## src/rtl/transmit_stream_if.sv

```systemverilog
// Handshake and store-write bundle for transmit_stream.
// master: the streamer (drives t_o_*); slave: the requester/consumer side.
interface transmit_stream_if #(
   parameter int IWIDTH = 32,
   parameter int AWIDTH = 3
);
   logic              t_i_we;
   logic [AWIDTH-1:0] t_i_waddr;
   logic [IWIDTH-1:0] t_i_wdata;
   logic              t_i_syn;
   logic [AWIDTH-1:0] t_i_base;
   logic [AWIDTH:0]   t_i_len;
   logic              t_i_ready;
   logic [IWIDTH-1:0] t_o_instr;
   logic              t_o_valid;
   logic              t_o_last;
   logic              t_o_ack;
   logic              t_o_err;
   logic              t_o_busy;

   modport master (
      input  t_i_we, t_i_waddr, t_i_wdata, t_i_syn, t_i_base, t_i_len, t_i_ready,
      output t_o_instr, t_o_valid, t_o_last, t_o_ack, t_o_err, t_o_busy
   );

   modport slave (
      output t_i_we, t_i_waddr, t_i_wdata, t_i_syn, t_i_base, t_i_len, t_i_ready,
      input  t_o_instr, t_o_valid, t_o_last, t_o_ack, t_o_err, t_o_busy
   );
endinterface

```

## src/rtl/transmit_stream.sv

```systemverilog
// transmit_stream: plays a window [base, base+len) of a local instruction
// store onto a valid/ready stream, tags the final word, and pulses ack on
// completion or err on rejection.
// Build option: define TRANSMIT_WRAP_EN to allow windows that run past the
// end of the store (the read pointer wraps to 0); otherwise they are rejected.
module transmit_stream #(
   parameter int IWIDTH = 32,
   parameter int DEPTH  = 7,
   parameter int AWIDTH = 3
) (
   input  logic              t_clk,
   input  logic              t_rst,
   transmit_stream_if.master t_bus
);

   localparam logic [AWIDTH:0]   DEPTH_W = DEPTH[AWIDTH:0];
   localparam logic [AWIDTH-1:0] LAST_A  = AWIDTH'(DEPTH - 1);
   localparam logic [AWIDTH:0]   ONE_W   = {{AWIDTH{1'b0}}, 1'b1};

   typedef enum logic [1:0] {IDLE, FETCH, SEND} state_t;

   state_t            r_state;
   logic [IWIDTH-1:0] r_mem [DEPTH];
   logic [AWIDTH-1:0] r_ptr;
   logic [AWIDTH:0]   r_rem;
   logic [IWIDTH-1:0] r_instr;
   logic              r_valid;
   logic              r_last;
   logic              r_ack;
   logic              r_err;

   logic [IWIDTH-1:0] w_rdata;
   logic [AWIDTH-1:0] w_ptr_nxt;
   logic              w_overrun;
   logic              w_reject;

   // Store write port; out-of-range addresses are dropped, no reset on contents
   always_ff @(posedge t_clk) begin
      if (t_bus.t_i_we && ({1'b0, t_bus.t_i_waddr} < DEPTH_W)) begin
         r_mem[t_bus.t_i_waddr] <= t_bus.t_i_wdata;
      end
   end

   assign w_rdata   = r_mem[r_ptr];
   assign w_ptr_nxt = (r_ptr == LAST_A) ? '0 : r_ptr + 1'b1;

`ifdef TRANSMIT_WRAP_EN
   assign w_overrun = 1'b0;
`else
   logic [AWIDTH+1:0] w_end;
   // Two extra bits so base+len cannot overflow before the range checks apply
   assign w_end     = {2'b00, t_bus.t_i_base} + {1'b0, t_bus.t_i_len};
   assign w_overrun = (w_end > {1'b0, DEPTH_W});
`endif

   // Request validation: empty window, base outside store, or oversize window
   always_comb begin
      w_reject = (t_bus.t_i_len == '0)
              || ({1'b0, t_bus.t_i_base} >= DEPTH_W)
              || (t_bus.t_i_len > DEPTH_W)
              || w_overrun;
   end

   // Request FSM with registered stream outputs and one-cycle ack/err pulses
   always_ff @(posedge t_clk) begin
      if (t_rst) begin
         r_state <= IDLE;
         r_ptr   <= '0;
         r_rem   <= '0;
         r_instr <= '0;
         r_valid <= 1'b0;
         r_last  <= 1'b0;
         r_ack   <= 1'b0;
         r_err   <= 1'b0;
      end else begin
         r_ack <= 1'b0;
         r_err <= 1'b0;
         case (r_state)
            IDLE: begin
               if (t_bus.t_i_syn) begin
                  if (w_reject) begin
                     r_err <= 1'b1;
                  end else begin
                     r_ptr   <= t_bus.t_i_base;
                     r_rem   <= t_bus.t_i_len;
                     r_state <= FETCH;
                  end
               end
            end
            FETCH: begin
               r_instr <= w_rdata;
               r_valid <= 1'b1;
               r_last  <= (r_rem == ONE_W);
               r_ptr   <= w_ptr_nxt;
               r_rem   <= r_rem - ONE_W;
               r_state <= SEND;
            end
            SEND: begin
               if (r_valid && t_bus.t_i_ready) begin
                  if (r_last) begin
                     r_valid <= 1'b0;
                     r_last  <= 1'b0;
                     r_ack   <= 1'b1;
                     r_state <= IDLE;
                  end else begin
                     // r_rem counts words not yet loaded, so ==1 marks the next load as final
                     r_instr <= w_rdata;
                     r_last  <= (r_rem == ONE_W);
                     r_ptr   <= w_ptr_nxt;
                     r_rem   <= r_rem - ONE_W;
                  end
               end
            end
            default: r_state <= IDLE;
         endcase
      end
   end

   assign t_bus.t_o_instr = r_instr;
   assign t_bus.t_o_valid = r_valid;
   assign t_bus.t_o_last  = r_last;
   assign t_bus.t_o_ack   = r_ack;
   assign t_bus.t_o_err   = r_err;
   assign t_bus.t_o_busy  = (r_state != IDLE);

endmodule

```

## src/flat_wrapper.sv

```systemverilog
// flat-port wrapper written by rule: the top's interface ports become plain ports
module transmit_stream_flat 
#(
   parameter int IWIDTH = 32,
   parameter int DEPTH  = 7,
   parameter int AWIDTH = 3
)
  (t_clk, t_rst, t_bus_t_i_we, t_bus_t_i_waddr, t_bus_t_i_wdata, t_bus_t_i_syn, t_bus_t_i_base, t_bus_t_i_len, t_bus_t_i_ready, t_bus_t_o_instr, t_bus_t_o_valid, t_bus_t_o_last, t_bus_t_o_ack, t_bus_t_o_err, t_bus_t_o_busy);
  transmit_stream_if #(.IWIDTH(IWIDTH), .AWIDTH(AWIDTH)) t_bus_i ();
  input  logic t_clk;
  input  logic t_rst;
  input wire logic [$bits(t_bus_i.t_i_we)-1:0] t_bus_t_i_we;
  input wire logic [$bits(t_bus_i.t_i_waddr)-1:0] t_bus_t_i_waddr;
  input wire logic [$bits(t_bus_i.t_i_wdata)-1:0] t_bus_t_i_wdata;
  input wire logic [$bits(t_bus_i.t_i_syn)-1:0] t_bus_t_i_syn;
  input wire logic [$bits(t_bus_i.t_i_base)-1:0] t_bus_t_i_base;
  input wire logic [$bits(t_bus_i.t_i_len)-1:0] t_bus_t_i_len;
  input wire logic [$bits(t_bus_i.t_i_ready)-1:0] t_bus_t_i_ready;
  output wire logic [$bits(t_bus_i.t_o_instr)-1:0] t_bus_t_o_instr;
  output wire logic [$bits(t_bus_i.t_o_valid)-1:0] t_bus_t_o_valid;
  output wire logic [$bits(t_bus_i.t_o_last)-1:0] t_bus_t_o_last;
  output wire logic [$bits(t_bus_i.t_o_ack)-1:0] t_bus_t_o_ack;
  output wire logic [$bits(t_bus_i.t_o_err)-1:0] t_bus_t_o_err;
  output wire logic [$bits(t_bus_i.t_o_busy)-1:0] t_bus_t_o_busy;
  assign t_bus_i.t_i_we = t_bus_t_i_we;
  assign t_bus_i.t_i_waddr = t_bus_t_i_waddr;
  assign t_bus_i.t_i_wdata = t_bus_t_i_wdata;
  assign t_bus_i.t_i_syn = t_bus_t_i_syn;
  assign t_bus_i.t_i_base = t_bus_t_i_base;
  assign t_bus_i.t_i_len = t_bus_t_i_len;
  assign t_bus_i.t_i_ready = t_bus_t_i_ready;
  assign t_bus_t_o_instr = t_bus_i.t_o_instr;
  assign t_bus_t_o_valid = t_bus_i.t_o_valid;
  assign t_bus_t_o_last = t_bus_i.t_o_last;
  assign t_bus_t_o_ack = t_bus_i.t_o_ack;
  assign t_bus_t_o_err = t_bus_i.t_o_err;
  assign t_bus_t_o_busy = t_bus_i.t_o_busy;
  transmit_stream #(.IWIDTH(IWIDTH), .DEPTH(DEPTH), .AWIDTH(AWIDTH)) u_core (.t_clk(t_clk), .t_rst(t_rst), .t_bus(t_bus_i));
endmodule
```

## config.mk

```make
export PLATFORM = sky130hd
export DESIGN_NAME = transmit_stream_flat
export DESIGN_NICKNAME = d
export VERILOG_FILES = /design/src/rtl/transmit_stream_if.sv /design/src/rtl/transmit_stream.sv /design/src/flat_wrapper.sv
export SDC_FILE = /design/constraint.sdc
export NUM_CORES = 1
export LEC_CHECK = 0
export CAP_MARGIN = 20
export CORE_ASPECT_RATIO = 1.1
export CORE_MARGIN = 5
export CORE_UTILIZATION = 52
export CTS_CLUSTER_SIZE = 14
export DETAILED_ROUTE_END_ITERATION = 10
export PLACE_DENSITY = 0.75
export SYNTH_ARGS = -nofsm -noshare
export SYNTH_HDL_FRONTEND = slang
export SYNTH_SLANG_ARGS = --single-unit
```

## constraint.sdc

```tcl
create_clock -name t_clk -period 3.45 [get_ports t_clk]
set_clock_uncertainty 0.1 [all_clocks]
set_input_delay 0.69 -clock t_clk [delete_from_list [all_inputs] [get_ports t_clk]]
set_output_delay 0.69 -clock t_clk [all_outputs]
set_load 0.01 [all_outputs]
```

==> results summary <==
The flow ran to the end, and the final reports show no timing, DRC or antenna violations. By area the synthesized netlist is led by sky130_fd_sc_hd__edfxtp_1 63%, sky130_fd_sc_hd__dfxtp_1 9.0%, sky130_fd_sc_hd__mux2i_1 6.2%, sky130_fd_sc_hd__mux4_2 5.5%, sky130_fd_sc_hd__a211oi_1 2.3%. The number of nets at the end of the flow is 777. The via total after detailed routing came out at 5676.

The share of the synthesized area in the top cell type came out at 0.632. The synthesized net count came out at 688. The post-detailed-route via-to-cell ratio is 5.70. The number of buffers created by CTS is 27.

The power density over the cells is 757 mW/mm². The highest achievable clock rate is 0.363 GHz. At the pin with the least slew margin, the transition time is roughly 0.76 ns. The share of the yosys chip area belonging to registers came out at 0.722. The number of placement rows came out at 55. The critical path data arrival time is ~3.1 ns. The clock tree root buffer cell is sky130_fd_sc_hd__clkbuf_16. The path class of the tightest hold or removal check is flop to flop. The area of the mapped netlist came out at 0.0107 mm². In this run, synthesis inferred approximately 220 flip-flops with an integrated enable.

The commonest register cell after synthesis is sky130_fd_sc_hd__edfxtp_1. Of all nets on the critical path, the largest fanout is 14. The Yosys step of the flow raised 0 warnings.

The region available for standard cell placement spans around 0.02 mm². The number of DRC violations after detailed routing is 0. The leakage power is roughly 4.0 nW. The vertical extent of the die is 160 µm. The worst path needs 2.75 ns of the cycle, external delays included. The basic-gate share of the synthesized area counting and, or, nand and nor cells is 0.0409. The count of pins on the block boundary came out at 84.

The relative area change from synthesis to final layout is 18.6%. The number of port buffers is 83. The number of global-route vias before repair is 5947. The overall die area came out at approximately 0.023 mm². The die width is 146 µm. The share of flip-flops with an asynchronous set or reset after synthesis came out at 0. The initial antenna violation count came out at 0. The number of antenna cells inserted came out at 0. The overall routing resource usage is 0.173.

Including well taps, the total number of placed cells is 948. The total wire length is 20300 µm. The final cell count without fillers is 996. The worst IR drop on VDD came out at 0.475 mV.

After clock tree synthesis, the clock-pin slew on the worst setup and hold paths is 0.06 ns. The number of buffers inserted to repair setup after CTS is 0. A synthesized cell averages between 15 and 20 µm².

The sink count of the clock tree came out at 272. The placement-stage worst setup slack came out at 0.192 ns. The number of unique standard cell types used by synthesis came out at 42. The number of DRC markers after the initial detailed-route iteration is 394. Of the total synthesized cell area, the portion taken by full adders, half adders and majority gates is 0.0106.

The average wire per cell in the routed design came out at 20.4 µm. After synthesis the netlist holds a flip-flop and latch count of approximately 270. In the post-route analysis, the smallest setup slack over all paths is 0.696 ns. Setup violations remaining at the end of the flow were counted as 0.

The final-report max-slew violation count was 0. The worst path required time is 3.77 ns. For this configuration, the core starts out at a cell density of 0.523. The remaining antenna violation count is 0. The final count of hold timing violations is 0. The setup TNS came out at 0 ns. The worst setup path is captured at a flop. The area share of xor/xnor cells in the synthesized design is 0.

The kind of critical path is primary input to flop. The clock insertion delay at the later pin of the skew report came out at approximately 0.52 ns. The total of max-cap violations is 0.

Detailed placement finished with a half-perimeter wire length of 12400 µm. The layout cell share with drive strength beyond 1 is 0.132. Setup repair after global routing left no endpoint under its margin. The first detailed-routing pass took 5 iterations. The quantity of hold-fixing buffers added after cts came out at 0.

The global-route wire length before repair is ~32000 µm. Counting along the longest clock path gives a buffer depth of 3. The largest net degree at the start of global routing came out at 60. The area fraction in compound gates after synthesis is 0.0657.

Dividing the final minimum period by the clock period gives 0.798. Of the post-synthesis cell area, the part taken by muxes is 0.132. The placer congestion estimate came out at 0.799. The CTS H-tree depth came out at 1. The largest total area in the synthesized netlist belongs to sky130_fd_sc_hd__edfxtp_1. The main combinational cell family by area after synthesis is multiplexers. The residual overflow from global routing is 0. STA classifies the critical path startpoint as a primary input. In this run the tightest slew margin relative to its limit is 0.492. The cell count after synthesis came out at 632. TritonCTS built the clock tree. After clock tree synthesis, the repair step resized 0 gates.
cells in the final DEF (no fill, tap or decap), drive strengths merged, types with 3 or more instances in the layout:
cell type | netlist | routed
a211oi | 33 | 33
nor3 | 4 | 4
inv | 6 | 6
clkbuf | 15 | 39
clkinv | 0 | 6
edfxtp | 224 | 224
o21ai | 41 | 41
ha | 9 | 9
o31ai | 3 | 3
a311oi | 5 | 5
mux2i | 66 | 66
nor2 | 43 | 43
mux4 | 32 | 32
nand2b | 3 | 3
nand3 | 7 | 7
a21oi | 13 | 13
dfxtp | 48 | 48
clkdlybuf4s50 | 0 | 82
buf | 24 | 17
nand2 | 38 | 38
cell type report:
type                       instances  area [µm²]
fill                            1432        7740
clock buffer                      39         761
multi-input combinational        315        2720
clock inverter                     9         105
sequential                       272        7700
tap                              256         320
inverter                           6        22.5
timing repair buffer              99        1010
sequential cells by signal (all words and copies together) (netlist names), named ones only:
register / flops
u_core.r_rem: 4
u_core.t_bus.t_o_valid: 1
u_core.t_bus.t_o_ack: 1
u_core.t_bus.t_o_instr: 32
u_core.t_bus.t_o_err: 1
u_core.r_state: 2
u_core.t_bus.t_o_last: 1
u_core.r_ptr: 3
u_core.r_mem: 224
power by group:
| part | switching [W] | internal [W] |
|---|---|---|
| clock network | 0.00114 | 0.00168 |
| registers | 0.000363 | 0.00390 |
| logic | 0.00122 | 0.00126 |
logic make-up after synthesis:
| kind of cell | after synthesis |
|---|---|
| flip-flops | 272 |
| AO/OA/AOI/OAI | 107 |
| AND/OR/NAND/NOR | 101 |
| multiplexers | 98 |
| buffers and inverters | 45 |
| adder cells (fa/ha/maj) | 9 |
per-stage QoR:
| step | instance area (µm²) | hold slack, ns | util | power (W) |
|---|---|---|---|---|
| 2_1_floorplan | 10700 | 0.354 | - | 0.00603 |
| 3_3_place_gp | 11800 | 0.362 | 0.578 | 0.00674 |
| 3_5_place_dp | 11800 | 0.391 | 0.578 | 0.00684 |
| 4_1_cts | 12600 | 0.399 | 0.620 | 0.00966 |
| 5_1_grt | 12600 | 0.410 | 0.620 | 0.0101 |
| 6_report | 12600 | 0.396 | 0.620 | 0.00957 |
synth_stat cells (all sizes together) (3+ instances only):
cell type / instances
edfxtp: 224
mux2i: 66
dfxtp: 48
nor2: 43
o21ai: 41
nand2: 38
a211oi: 33
mux4: 32
buf: 24
clkbuf: 15
a21oi: 13
ha: 9
nand3: 7
inv: 6
a311oi: 5
nor3: 4
nand2b: 3
o31ai: 3
path summary, 6_finish.rpt:
check                                                       startpoint  slack, ns  cells after the start                                 endpoint
worst max-delay path                                  t_bus_t_i_len[2]       0.70                      7                                     flop
worst min-delay path            u_core.t_bus.t_o_instr[6]$_SDFFE_PP0P_       0.40                      2   u_core.t_bus.t_o_instr[6]$_SDFFE_PP0P_
worst max register to register          u_core.r_state[0]$_SDFFE_PP0P_       1.12                      7  u_core.t_bus.t_o_instr[28]$_SDFFE_PP0P_
worst min register to register  u_core.t_bus.t_o_instr[6]$_SDFFE_PP0P_       0.40                      2   u_core.t_bus.t_o_instr[6]$_SDFFE_PP0P_
per-layer routing:
metal / GRT usage / part of all wire
met1: 0.218 / 0.42
met2: 0.311 / 0.52
met4: 0.0458 / 0.019
met5: 0 / 0
met3: 0.0289 / 0.043
critical path: stages:
cell	delay [ns]
sky130_fd_sc_hd__clkdlybuf4s50_1	0.48
sky130_fd_sc_hd__ha_1	0.36
sky130_fd_sc_hd__a211oi_2	0.29
sky130_fd_sc_hd__o311ai_1	0.21
sky130_fd_sc_hd__o21ai_2	0.52
sky130_fd_sc_hd__a31oi_1	0.23
sky130_fd_sc_hd__a311oi_1	0.29
Power figures use the tool's default switching activity.
